--- src/rtl/instr_sequencer_pkg.sv ---
// -----------------------------------------------------------------------------
// instr_sequencer_pkg
// Shared definitions for the instruction sequencer:
//   - opcode constants of the small register-file / ALU datapath
//   - bit positions of the fields inside a 16-bit instruction word
//   - program buffer geometry
//   - sequencer state encoding
//   - helper functions for pulling fields out of an instruction word
// -----------------------------------------------------------------------------
package instr_sequencer_pkg;

  // Opcodes. Anything above OP_LAST_LEGAL is treated as illegal: it is
  // sequenced like any other instruction but never writes the register file.
  localparam logic [3:0] OP_ADD        = 4'd0;
  localparam logic [3:0] OP_SUB        = 4'd1;
  localparam logic [3:0] OP_SLT        = 4'd2;
  localparam logic [3:0] OP_AND        = 4'd3;
  localparam logic [3:0] OP_OR         = 4'd4;
  localparam logic [3:0] OP_XOR        = 4'd5;
  localparam logic [3:0] OP_ANDI       = 4'd6;
  localparam logic [3:0] OP_ORI        = 4'd7;
  localparam logic [3:0] OP_XORI       = 4'd8;
  localparam logic [3:0] OP_ADDI       = 4'd9;
  localparam logic [3:0] OP_SUBI       = 4'd10;
  localparam logic [3:0] OP_LAST_LEGAL = 4'd10;

  // Instruction word layout:
  //   [15:12] opcode
  //   [11:8]  register-file write address
  //   [7:4]   read address 1 or immediate
  //   [3:0]   read address 2
  localparam int INSTR_W = 16;
  localparam int OPC_MSB = 15;
  localparam int OPC_LSB = 12;
  localparam int WA_MSB  = 11;
  localparam int WA_LSB  = 8;
  localparam int RA1_MSB = 7;
  localparam int RA1_LSB = 4;
  localparam int RA2_MSB = 3;
  localparam int RA2_LSB = 0;

  // Program buffer geometry: 16 entries, 4-bit index.
  localparam int PROG_DEPTH = 16;
  localparam int PROG_AW    = 4;

  // Sequencer states. READ, EXEC and WRITE each last exactly one cycle per
  // instruction; DONE lasts exactly one cycle per run.
  typedef enum logic [2:0] {
    ST_IDLE  = 3'd0,
    ST_READ  = 3'd1,
    ST_EXEC  = 3'd2,
    ST_WRITE = 3'd3,
    ST_DONE  = 3'd4
  } seq_state_e;

  // Decoded view of an instruction word.
  typedef struct packed {
    logic [3:0] opcode;
    logic [3:0] waddr;
    logic [3:0] raddr1;
    logic [3:0] raddr2;
  } instr_fields_t;

  // Extract the opcode field of an instruction word.
  function automatic logic [3:0] instr_opcode(input logic [INSTR_W-1:0] instr);
    return instr[OPC_MSB:OPC_LSB];
  endfunction

  // True when the opcode is one the datapath can execute.
  function automatic logic opcode_is_legal(input logic [3:0] opcode);
    return (opcode <= OP_LAST_LEGAL);
  endfunction

  // Split an instruction word into its fields.
  function automatic instr_fields_t instr_decode(input logic [INSTR_W-1:0] instr);
    instr_fields_t f;
    f.opcode = instr[OPC_MSB:OPC_LSB];
    f.waddr  = instr[WA_MSB:WA_LSB];
    f.raddr1 = instr[RA1_MSB:RA1_LSB];
    f.raddr2 = instr[RA2_MSB:RA2_LSB];
    return f;
  endfunction

endpackage : instr_sequencer_pkg

--- src/rtl/instr_sequencer_prog_buffer.sv ---
// -----------------------------------------------------------------------------
// prog_buffer
// 16 x 16 program buffer for the instruction sequencer.
// One synchronous write port, one combinational (asynchronous) read port.
// The contents are deliberately not reset so that a program survives a
// sequencer reset and can be re-run.
//
// Ports:
//   i_clk      clock, writes on posedge
//   i_wr_en    write enable (already qualified by the sequencer state)
//   i_wr_addr  write address
//   i_wr_data  instruction word to store
//   i_rd_addr  read address
//   o_rd_data  instruction word at i_rd_addr, combinational
// -----------------------------------------------------------------------------
module prog_buffer
  import instr_sequencer_pkg::*;
(
  input  logic               i_clk,
  input  logic               i_wr_en,
  input  logic [PROG_AW-1:0] i_wr_addr,
  input  logic [INSTR_W-1:0] i_wr_data,
  input  logic [PROG_AW-1:0] i_rd_addr,
  output logic [INSTR_W-1:0] o_rd_data
);

  logic [INSTR_W-1:0] r_mem [0:PROG_DEPTH-1];

  // Synchronous write port; no reset on the storage array.
  always_ff @(posedge i_clk) begin
    if (i_wr_en) begin
      r_mem[i_wr_addr] <= i_wr_data;
    end
  end

  // Combinational read port.
  assign o_rd_data = r_mem[i_rd_addr];

endmodule : prog_buffer

--- src/rtl/instr_sequencer.sv ---
// -----------------------------------------------------------------------------
// instr_sequencer
// Steps through a program held in a 16-entry buffer and presents one
// instruction at a time to a register-file / ALU datapath. Each instruction
// occupies three cycles:
//   READ  - register file captures its read operands at the closing edge
//   EXEC  - ALU settles
//   WRITE - register-file write enable pulses (legal opcodes only)
// After the WRITE of the last instruction the sequencer spends one cycle in
// DONE (done pulse) and then returns to IDLE.
//
// Ports:
//   i_clk           clock, all state updates on posedge
//   i_reset         synchronous active-high reset
//   i_load_en       write i_load_data into buffer entry i_load_addr (IDLE only)
//   i_load_addr     program buffer write address
//   i_load_data     instruction word to load
//   i_start         begin a run at entry 0 (IDLE only)
//   i_prog_last     index of the last instruction, sampled with i_start
//   o_instruction   instruction word presented to the datapath
//   o_enable_write  register-file write enable
//   o_pc            index of the instruction on o_instruction
//   o_busy          high in READ, EXEC and WRITE
//   o_done          one-cycle pulse at the end of a run
//   o_illegal       sticky: the current/last run contained an opcode above 10
// All outputs are driven directly from registers.
// -----------------------------------------------------------------------------
module instr_sequencer
  import instr_sequencer_pkg::*;
(
  input  logic               i_clk,
  input  logic               i_reset,
  input  logic               i_load_en,
  input  logic [PROG_AW-1:0] i_load_addr,
  input  logic [INSTR_W-1:0] i_load_data,
  input  logic               i_start,
  input  logic [PROG_AW-1:0] i_prog_last,
  output logic [INSTR_W-1:0] o_instruction,
  output logic               o_enable_write,
  output logic [PROG_AW-1:0] o_pc,
  output logic               o_busy,
  output logic               o_done,
  output logic               o_illegal
);

  // ---------------------------------------------------------------------------
  // Registers
  // ---------------------------------------------------------------------------
  seq_state_e         r_state;
  logic [PROG_AW-1:0] r_pc;
  logic [PROG_AW-1:0] r_last;
  logic [INSTR_W-1:0] r_instruction;
  logic               r_enable_write;
  logic               r_busy;
  logic               r_done;
  logic               r_illegal;

  // ---------------------------------------------------------------------------
  // Combinational helpers
  // ---------------------------------------------------------------------------
  logic               w_idle;
  logic               w_buf_wr_en;
  logic [PROG_AW-1:0] w_rd_addr;
  logic [INSTR_W-1:0] w_rd_data;
  logic [INSTR_W-1:0] w_first_instr;
  logic               w_cur_legal;
  logic               w_at_last;

  assign w_idle      = (r_state == ST_IDLE);
  // Loads are only accepted while idle so a running program cannot be
  // modified underneath the sequencer.
  assign w_buf_wr_en = i_load_en & w_idle;
  assign w_cur_legal = opcode_is_legal(instr_opcode(r_instruction));
  assign w_at_last   = (r_pc == r_last);

  // Read address: entry 0 while waiting for a start, otherwise the entry
  // following the current one (fetched at the WRITE -> READ edge).
  always_comb begin
    w_rd_addr = {PROG_AW{1'b0}};
    if (w_idle) begin
      w_rd_addr = {PROG_AW{1'b0}};
    end else begin
      w_rd_addr = r_pc + 4'd1;
    end
  end

  // First instruction of a run. A load to entry 0 in the same cycle as the
  // start is forwarded so the run begins with the freshly loaded word.
  always_comb begin
    w_first_instr = w_rd_data;
    if (i_load_en && (i_load_addr == 4'd0)) begin
      w_first_instr = i_load_data;
    end else begin
      w_first_instr = w_rd_data;
    end
  end

  // ---------------------------------------------------------------------------
  // Program buffer
  // ---------------------------------------------------------------------------
  prog_buffer u_prog_buffer (
    .i_clk     (i_clk),
    .i_wr_en   (w_buf_wr_en),
    .i_wr_addr (i_load_addr),
    .i_wr_data (i_load_data),
    .i_rd_addr (w_rd_addr),
    .o_rd_data (w_rd_data)
  );

  // ---------------------------------------------------------------------------
  // Sequencer FSM with registered outputs
  // ---------------------------------------------------------------------------
  // State, program counter and all outputs advance together on the clock edge.
  always_ff @(posedge i_clk) begin
    if (i_reset) begin
      r_state        <= ST_IDLE;
      r_pc           <= 4'd0;
      r_last         <= 4'd0;
      r_instruction  <= 16'h0000;
      r_enable_write <= 1'b0;
      r_busy         <= 1'b0;
      r_done         <= 1'b0;
      r_illegal      <= 1'b0;
    end else begin
      case (r_state)
        ST_IDLE: begin
          // pc and instruction keep their previous values until a start.
          r_enable_write <= 1'b0;
          r_done         <= 1'b0;
          if (i_start) begin
            r_pc          <= 4'd0;
            r_instruction <= w_first_instr;
            r_last        <= i_prog_last;
            r_illegal     <= 1'b0;
            r_busy        <= 1'b1;
            r_state       <= ST_READ;
          end
        end

        ST_READ: begin
          r_state <= ST_EXEC;
        end

        ST_EXEC: begin
          // Raise the write enable for exactly the WRITE cycle of legal ops.
          r_enable_write <= w_cur_legal;
          r_state        <= ST_WRITE;
        end

        ST_WRITE: begin
          r_enable_write <= 1'b0;
          if (!w_cur_legal) begin
            r_illegal <= 1'b1;
          end
          if (!w_at_last) begin
            r_pc          <= r_pc + 4'd1;
            r_instruction <= w_rd_data;
            r_state       <= ST_READ;
          end else begin
            // Stop on the last entry; pc is never advanced past it, so
            // prog_last = 15 cannot wrap back to entry 0.
            r_busy  <= 1'b0;
            r_done  <= 1'b1;
            r_state <= ST_DONE;
          end
        end

        ST_DONE: begin
          r_done  <= 1'b0;
          r_state <= ST_IDLE;
        end

        default: begin
          // Unreachable encodings recover to a quiet IDLE.
          r_enable_write <= 1'b0;
          r_busy         <= 1'b0;
          r_done         <= 1'b0;
          r_state        <= ST_IDLE;
        end
      endcase
    end
  end

  // ---------------------------------------------------------------------------
  // Outputs
  // ---------------------------------------------------------------------------
  assign o_instruction  = r_instruction;
  assign o_enable_write = r_enable_write;
  assign o_pc           = r_pc;
  assign o_busy         = r_busy;
  assign o_done         = r_done;
  assign o_illegal      = r_illegal;

endmodule : instr_sequencer

--- config.mk ---
export PLATFORM = sky130hd
export DESIGN_NAME = instr_sequencer
export DESIGN_NICKNAME = d
export VERILOG_FILES = /design/src/rtl/instr_sequencer_pkg.sv /design/src/rtl/instr_sequencer_prog_buffer.sv /design/src/rtl/instr_sequencer.sv
export SDC_FILE = /design/constraint.sdc
export NUM_CORES = 1
export LEC_CHECK = 0
export CAP_MARGIN = 25
export CORE_ASPECT_RATIO = 0.5
export CORE_MARGIN = 1
export CORE_UTILIZATION = 55
export CTS_CLUSTER_SIZE = 30
export DETAILED_ROUTE_END_ITERATION = 10
export GPL_TIMING_DRIVEN = 0
export PLACE_DENSITY = 0.78
export SLEW_MARGIN = 20
export SYNTH_ARGS = -nofsm -noshare
export SYNTH_HDL_FRONTEND = slang
export SYNTH_HIERARCHICAL = 1
export SYNTH_SLANG_ARGS = --single-unit
--- constraint.sdc ---
create_clock -name i_clk -period 4 [get_ports i_clk]
set_clock_uncertainty 0.15 [all_clocks]
set_input_delay 0.8 -clock i_clk [delete_from_list [all_inputs] [get_ports i_clk]]
set_output_delay 0.8 -clock i_clk [all_outputs]
set_load 0.02 [all_outputs]
Word level (Yosys, flattened, before mapping)
Memory sizes are Yosys's and may differ from the RTL's.
Cells that the tools add are included.

cells by class
  add/sub/neg operators = 1
  $mul = 0
  divide/modulo/power cells = 0
  $lt $le $gt $ge = 1
  equal/unequal tests = 9
  shift operators = 0
  mux-type cells = 22
  bitwise gates (word level) = 3
  reduce and logical (&&, ||, !) cells = 12

operators by type and width
  operator               number
  $mux W16               3
  $pmux W16 S2           1
  $mux W4                3
  $pmux W3 S4            1
  $reduce_and A3 Y1      3
  $ne A2 B2 Y1 const B   4
  $pmux W4 S2            1
  $mux W1                7
  $eq A3 B2 Y1 const B   2
  $mux W3                2
  $pmux W1 S2            3
  $add A4 B1 Y4 const B  1
  $eq A4 B4 Y1           1
  $le A4 B4 Y1 const B   1
  $logic_not A4 Y1       1
  $reduce_and A2 Y1      2
  $reduce_or A2 Y1       2
  $eq A3 B1 Y1 const B   1
  $eq A3 B3 Y1 const B   1
  $logic_not A3 Y1       1
  $pmux W1 S3            1
  $reduce_or A3 Y1       1
  $not A1 Y1             2
  $reduce_bool A2 Y1     1
  2 further kinds        2

word-level totals
  register bits after elaboration = 31
  bits in latches = 0
  RAM bits = 256
  ROM bits = 0
  input port bits = 28
  output and inout port bits = 24
  logic and storage cells = 57
  memories kept = 1

memory list
  memory               depth  bits a word  read ports  clocked after Yosys merged registers in  wr ports  line                               RTL
  u_prog_buffer.r_mem  16     16           1           0                                        1         instr_sequencer_prog_buffer.sv:27  logic [INSTR_W-1:0] r_mem [0:PROG_DEPTH-1];

Logic depth before layout (Yosys ltp)
An unclocked memory read counts as a cell.

  depth in word-level cells = 6
  depth in mapped cells = 10
  gate-level depth less buffers = 8

Cells and area by module
Netlist, hierarchy kept.

modules (own cells, without submodules)
  module           instances  cells an instance  area each (um2)  sequential area each (um2)
  prog_buffer      1          416                9721.8           7687.4
  instr_sequencer  1          168                1559.0           620.6

Least setup slack after synthesis
Ideal clock, no wire load.

  path type = reg-to-reg
  from = register r_state[2]
  to = memory u_prog_buffer.r_mem[0][0] (enable)
  library setup time = 0.409 ns
  arrival time = 2.753 ns
  required time = 3.441 ns
  setup slack = 0.688 ns
  stages on the path, launching flop included = 6
  buffers on the path = 1
  period minus slack after synthesis = 3.312 ns
  cells stage by stage = dfxtp_1 clkbuf_1 nor3_1 and2_1 or3b_2 nor3_1

between the ends
  longest elaborated chain between the ends = 4

ends and longest elaborated chain
  what                           line                               RTL
  start: declaration             instr_sequencer.sv:49              seq_state_e r_state;
  start signal: assignment       instr_sequencer.sv:116             r_state <= ST_IDLE;
  start signal: assignment       instr_sequencer.sv:136             r_state <= ST_READ;
  start signal: assignment       instr_sequencer.sv:141             r_state <= ST_EXEC;
  $logic_not A3 Y1               instr_sequencer.sv:69              assign w_idle = (r_state == ST_IDLE);
  $and A1 B1 Y1                  instr_sequencer.sv:72              assign w_buf_wr_en = i_load_en & w_idle;
  via w_buf_wr_en                instr_sequencer.sv:62              logic w_buf_wr_en;
  $mux W1                        instr_sequencer_prog_buffer.sv:31  if (i_wr_en) begin
  $mux W1 (not written as such)  instr_sequencer_prog_buffer.sv:32  r_mem[i_wr_addr] <= i_wr_data;
  end: declaration               instr_sequencer_prog_buffer.sv:27

The timed path passes the listed nets, and every way through them passes these cells.

Final worst setup path
  from = register r_state[2]
  to = register r_instruction[10] (netlist: o_instruction[10])

between the ends
  longest elaborated chain between the ends = 6
  elaborated cells between the ends (all ways) = 12
  classes of those cells = 3 x eq/ne; 5 x mux; 3 x reduce/logical; 1 x memory

ends and longest elaborated chain
  what                    line                    RTL
  $logic_not A3 Y1 *      instr_sequencer.sv:69
  $mux W4 *               instr_sequencer.sv:80   if (w_idle) begin
  via w_rd_addr[3]        instr_sequencer.sv:63   logic [PROG_AW-1:0] w_rd_addr;
  $mem_v2 Z16 W16 *       n/a
  via w_rd_data[10]       instr_sequencer.sv:64   logic [INSTR_W-1:0] w_rd_data;
  $mux W16                instr_sequencer.sv:91   if (i_load_en && (i_load_addr == 4'd0)) begin
  $mux W16                instr_sequencer.sv:130  if (i_start) begin
  $pmux W16 S2 *          instr_sequencer.sv:125  case (r_state)
  end signal: assignment  instr_sequencer.sv:132  r_instruction <= w_first_instr;
  end signal: assignment  instr_sequencer.sv:157  r_instruction <= w_rd_data;
  end: declaration        instr_sequencer.sv:52   logic [INSTR_W-1:0] r_instruction;

The timed path passes the listed nets; every way through them passes the cells marked *. The select of a mux whose other input is x is not followed.
A chain may end at the register's enable or synchronous reset.

==> flow_summary_export.csv <==
group,metric,value,unit
synth,synth_top_family_by_area,"multiplexers",
clocking,cts_tree,"done",
synth,yosysTopAreaCellShare,68.15,%
critical_path,critical_path.top_delay_family,"simple AND/OR/NAND/NOR gates",
clocking,cts_made_buffers,25,
detailed_routing,met1_length,10450,µm
run,drv_cap,0,
min_path,min_path_type,"reg2reg",
floorplan,floorplan.rows,36,
critical_path,crit_top_cell,"clkbuf_1",
synth,synth_commonest_cells,"edfxtp_1 (256), mux4_2 (54), nor2_1 (35), a22oi_1 (32), dfxtp_1 (31)",
detailed_routing,totalWireLength,25700,µm
detailed_routing,wl_per_cell,26.68,µm
timing,rsz0062_at_grt,"no",
detailed_routing,ant_nets,0,
clocking,max-clock-path-buffers,3,
grt,grt_pass1_vias,6107,
detailed_routing,wl_met3,2448,µm
floorplan,die-area,0.02112,mm²
synth,synthFlopType,"edfxtp_1",
critical_path,crit_chain,"clkbuf_1 > nor3_2 > a21oi_1 > nor2_1 > clkbuf_1 > a22oi_1 > nand2_1 > mux2i_1 > a221oi_2",
synth,ys_seq_area_share,73.65,%
pwr,p_leak,4.263,nW
synth,synth.distinct_cells,39,
synth,synthSimpleGateAreaFrac,4.503,%
pwr,p_total,6.551,mW
detailed_routing,vias,6112,
run_status,status,"complete, no violations",
timing,finalHoldViolCount,0,
pwr,power.switching,1.528,mW
grt,grt_use_total,25.34,%
pwr,pwr-share-clk,35.1,%
critical_path,cpPeakStageDelay,0.63,ns
pwr,cellPowerDensity,497.8,mW/mm²
grt,overflow,0,
clocking,worstSkewPairLatency,0.53,ns
timing,holdWs,0.3222,ns
synth,synth_seq_cells,287,
timing,worstMarginPinSlew,0.8632,ns
place,gp_congestion,0.8392,
place,portBuffers,50,
grt,grt_antenna_before_repair,0,
timing,post-route-period-util,89.65,%
detailed_routing,drt_first_pass_iters,5,
grt,grt_pass1_wl,37830,µm
critical_path,cp-start-kind,"flip-flop",
place,hpwl,16820,µm
pwr,peakVddDrop,0.0002815,V
critical_path,path_max_fanout,10,
clocking,hold_buffers,0,
synth,yosysMostFrequentCell,"edfxtp_1",
detailed_routing,drc_errors,0,
synth,yosys_warnings,6,
timing,maxSlewHeadroom,42.45,%
critical_path,arrival,3.88,ns
clocking,cts_root_buffer,"clkbuf_16",
cells_and_area,drive_above_1_share,21.23,%
floorplan,ios,52,
clocking,clkTransAtPathRegs,0.07,ns
synth,async_reset_ff_share,0,%
timing,finalCriticalPeriod,3.586,ns
synth,synth-xor-area-share,0.3882,%
critical_path,crit_required,4.29,ns
floorplan,die_h,103.3,µm
pwr,p_int,5.023,mW
synth,netlist_instances,584,
synth,synth_top_cells_by_area,"edfxtp_1 (68%), mux4_2 (11%), dfxtp_1 (5.5%), mux4_1 (2.3%), a22oi_1 (2.1%)",
synth,syn_area,0.01128,mm²
clocking,post_cts_buffers,0,
pwr,seqPwrFrac,51.5,%
synth,syn_nets,613,
pwr,swShare,23.32,%
place,placedCellCount,917,
detailed_routing,vias_per_cell,6.347,
detailed_routing,top_layer_used,"met4",
pwr,combinationalPowerShare,13.4,%
cells_and_area,nNetsFinal,707,
critical_path,slowest_stage,"clkbuf_1",
synth,muxShareOfSynthArea,14.53,%
synth,synth_top_cell_by_area,"edfxtp_1",
critical_path,cp_num_buf_inv,2,
cells_and_area,layoutNonFillerInstCount,963,
detailed_routing,wl_met2,12270,µm
cells_and_area,diodes,0,
synth,synth-compound-area-share,5.135,%
clocking,postCtsResizedCells,0,
synth,synthAdderAreaFrac,0.1109,%
clocking,cts_max_level,1,
cells_and_area,syn_to_final_growth,16.66,%
synth,syn_avg_cell_area,19.32,µm²
detailed_routing,dr.first_iter.drc_count,766,
grt,grt_max_degree,18,
clocking,clock_sinks,287,
critical_path,worst-setup-path-type,"reg2reg",
critical_path,endpoint_kind,"flip-flop",
floorplan,die_x,204.5,µm
floorplan,core_area,0.01977,mm²
timing,fmax,278.9,MHz
timing,slew_violations,0,
synth,synth_edf_count,256,
timing,setup_viol,0,
floorplan,initial_core_util,57.05,%
sequential cells by signal, summed over array words and instances, names as in the netlist:
| signal | cells |
|---|---|
| o_busy | 1 |
| o_enable_write | 1 |
| r_last | 4 |
| u_prog_buffer/r_mem | 256 |
| o_done | 1 |
| o_illegal | 1 |
| r_state | 3 |
| o_instruction | 16 |
| o_pc | 4 |
per-layer routing:
metal	up-vias	global-route usage, %
met5	-	0
met4	0	6.774
met3	44	5.201
met2	360	42.06
met1	3117	34.96
li1	2591	-
final timing paths:
path | from | end | slack [ns] | cells after the start
hold reg to reg | r_last[3] | r_last[3] | 0.32 | 2
setup / recovery | r_state[2] | o_instruction[10] | 0.41 | 9
setup reg to reg | r_state[2] | o_instruction[10] | 0.41 | 9
hold / removal | r_last[3] | r_last[3] | 0.32 | 2
through the flow:
step / setup slack (ns) / instance area, µm² / utilization, % / TNS (ns)
CTS: 0.2094 / 13160 / 66.53 / 0
global placement: -1.117 / 12110 / 61.26 / -48.05
global route: 0.1984 / 13160 / 66.55 / 0
detailed placement: 0.2306 / 12370 / 62.58 / 0
floorplan: 0.6882 / 11280 / - / 0
finish: 0.4140 / 13160 / 66.55 / 0
cells in the final DEF, fill, tap and decap left out, types with 3 or more instances in the layout:
| cell type | instances |
|---|---|
| nand2b_1 | 7 |
| a221oi_2 | 7 |
| buf_2 | 5 |
| buf_6 | 11 |
| clkdlybuf4s50_1 | 50 |
| clkbuf_1 | 21 |
| nor3_2 | 5 |
| buf_1 | 5 |
| a22oi_1 | 32 |
| clkbuf_16 | 27 |
| edfxtp_1 | 256 |
| mux4_2 | 54 |
| mux2i_1 | 16 |
| nor3_1 | 5 |
| nand3b_1 | 4 |
| o21ai_0 | 7 |
| xor2_1 | 4 |
| nor2b_1 | 4 |
| nor2_2 | 9 |
| and2_1 | 3 |
| dfxtp_1 | 31 |
| a221oi_1 | 9 |
| nor2_4 | 3 |
| mux4_1 | 10 |
| buf_8 | 6 |
| clkinv_1 | 6 |
| nand3_1 | 5 |
| nand2_1 | 28 |
| a21oi_1 | 11 |
| buf_4 | 10 |
| nor2_1 | 23 |
cell type report:
class                   instances  area [µm²]
inverters                       1       3.754
clock buffers                  37       733.2
repair buffers                 67       695.7
flip-flops and latches        287        8308
fillers                      1260        6614
plain buffers                  33       186.4
multi-input cells             263        2853
well taps                     266       332.8
clock inverters                 9       47.55
tightest hold or removal path, stage by stage, from the launching register on:
cell and delay [ns]:
dfxtp_1 0.32, nand2_1 0.05, a21oi_1 0.05
power by group through the flow:
stage	Clock (mW)	Combinational, mW	Sequential, mW
after floorplan	0	0.541	3.46
after global placement	0	0.840	3.43
after detailed placement	0	0.872	3.43
after CTS	2.31	0.879	3.37
after global routing	2.43	0.936	3.38
final	2.30	0.880	3.37
kinds of logic (layout without fill, tap and decap cells):
family | Yosys count | count (layout)
XOR/XNOR | 5 | 5
flip-flops | 287 | 287
AND/OR/NAND/NOR | 106 | 106
adder cells (fa/ha/maj) | 1 | 1
multiplexers | 80 | 80
buffers and inverters | 34 | 147
AO/OA/AOI/OAI | 71 | 71
(Power assumes the default switching activity.)
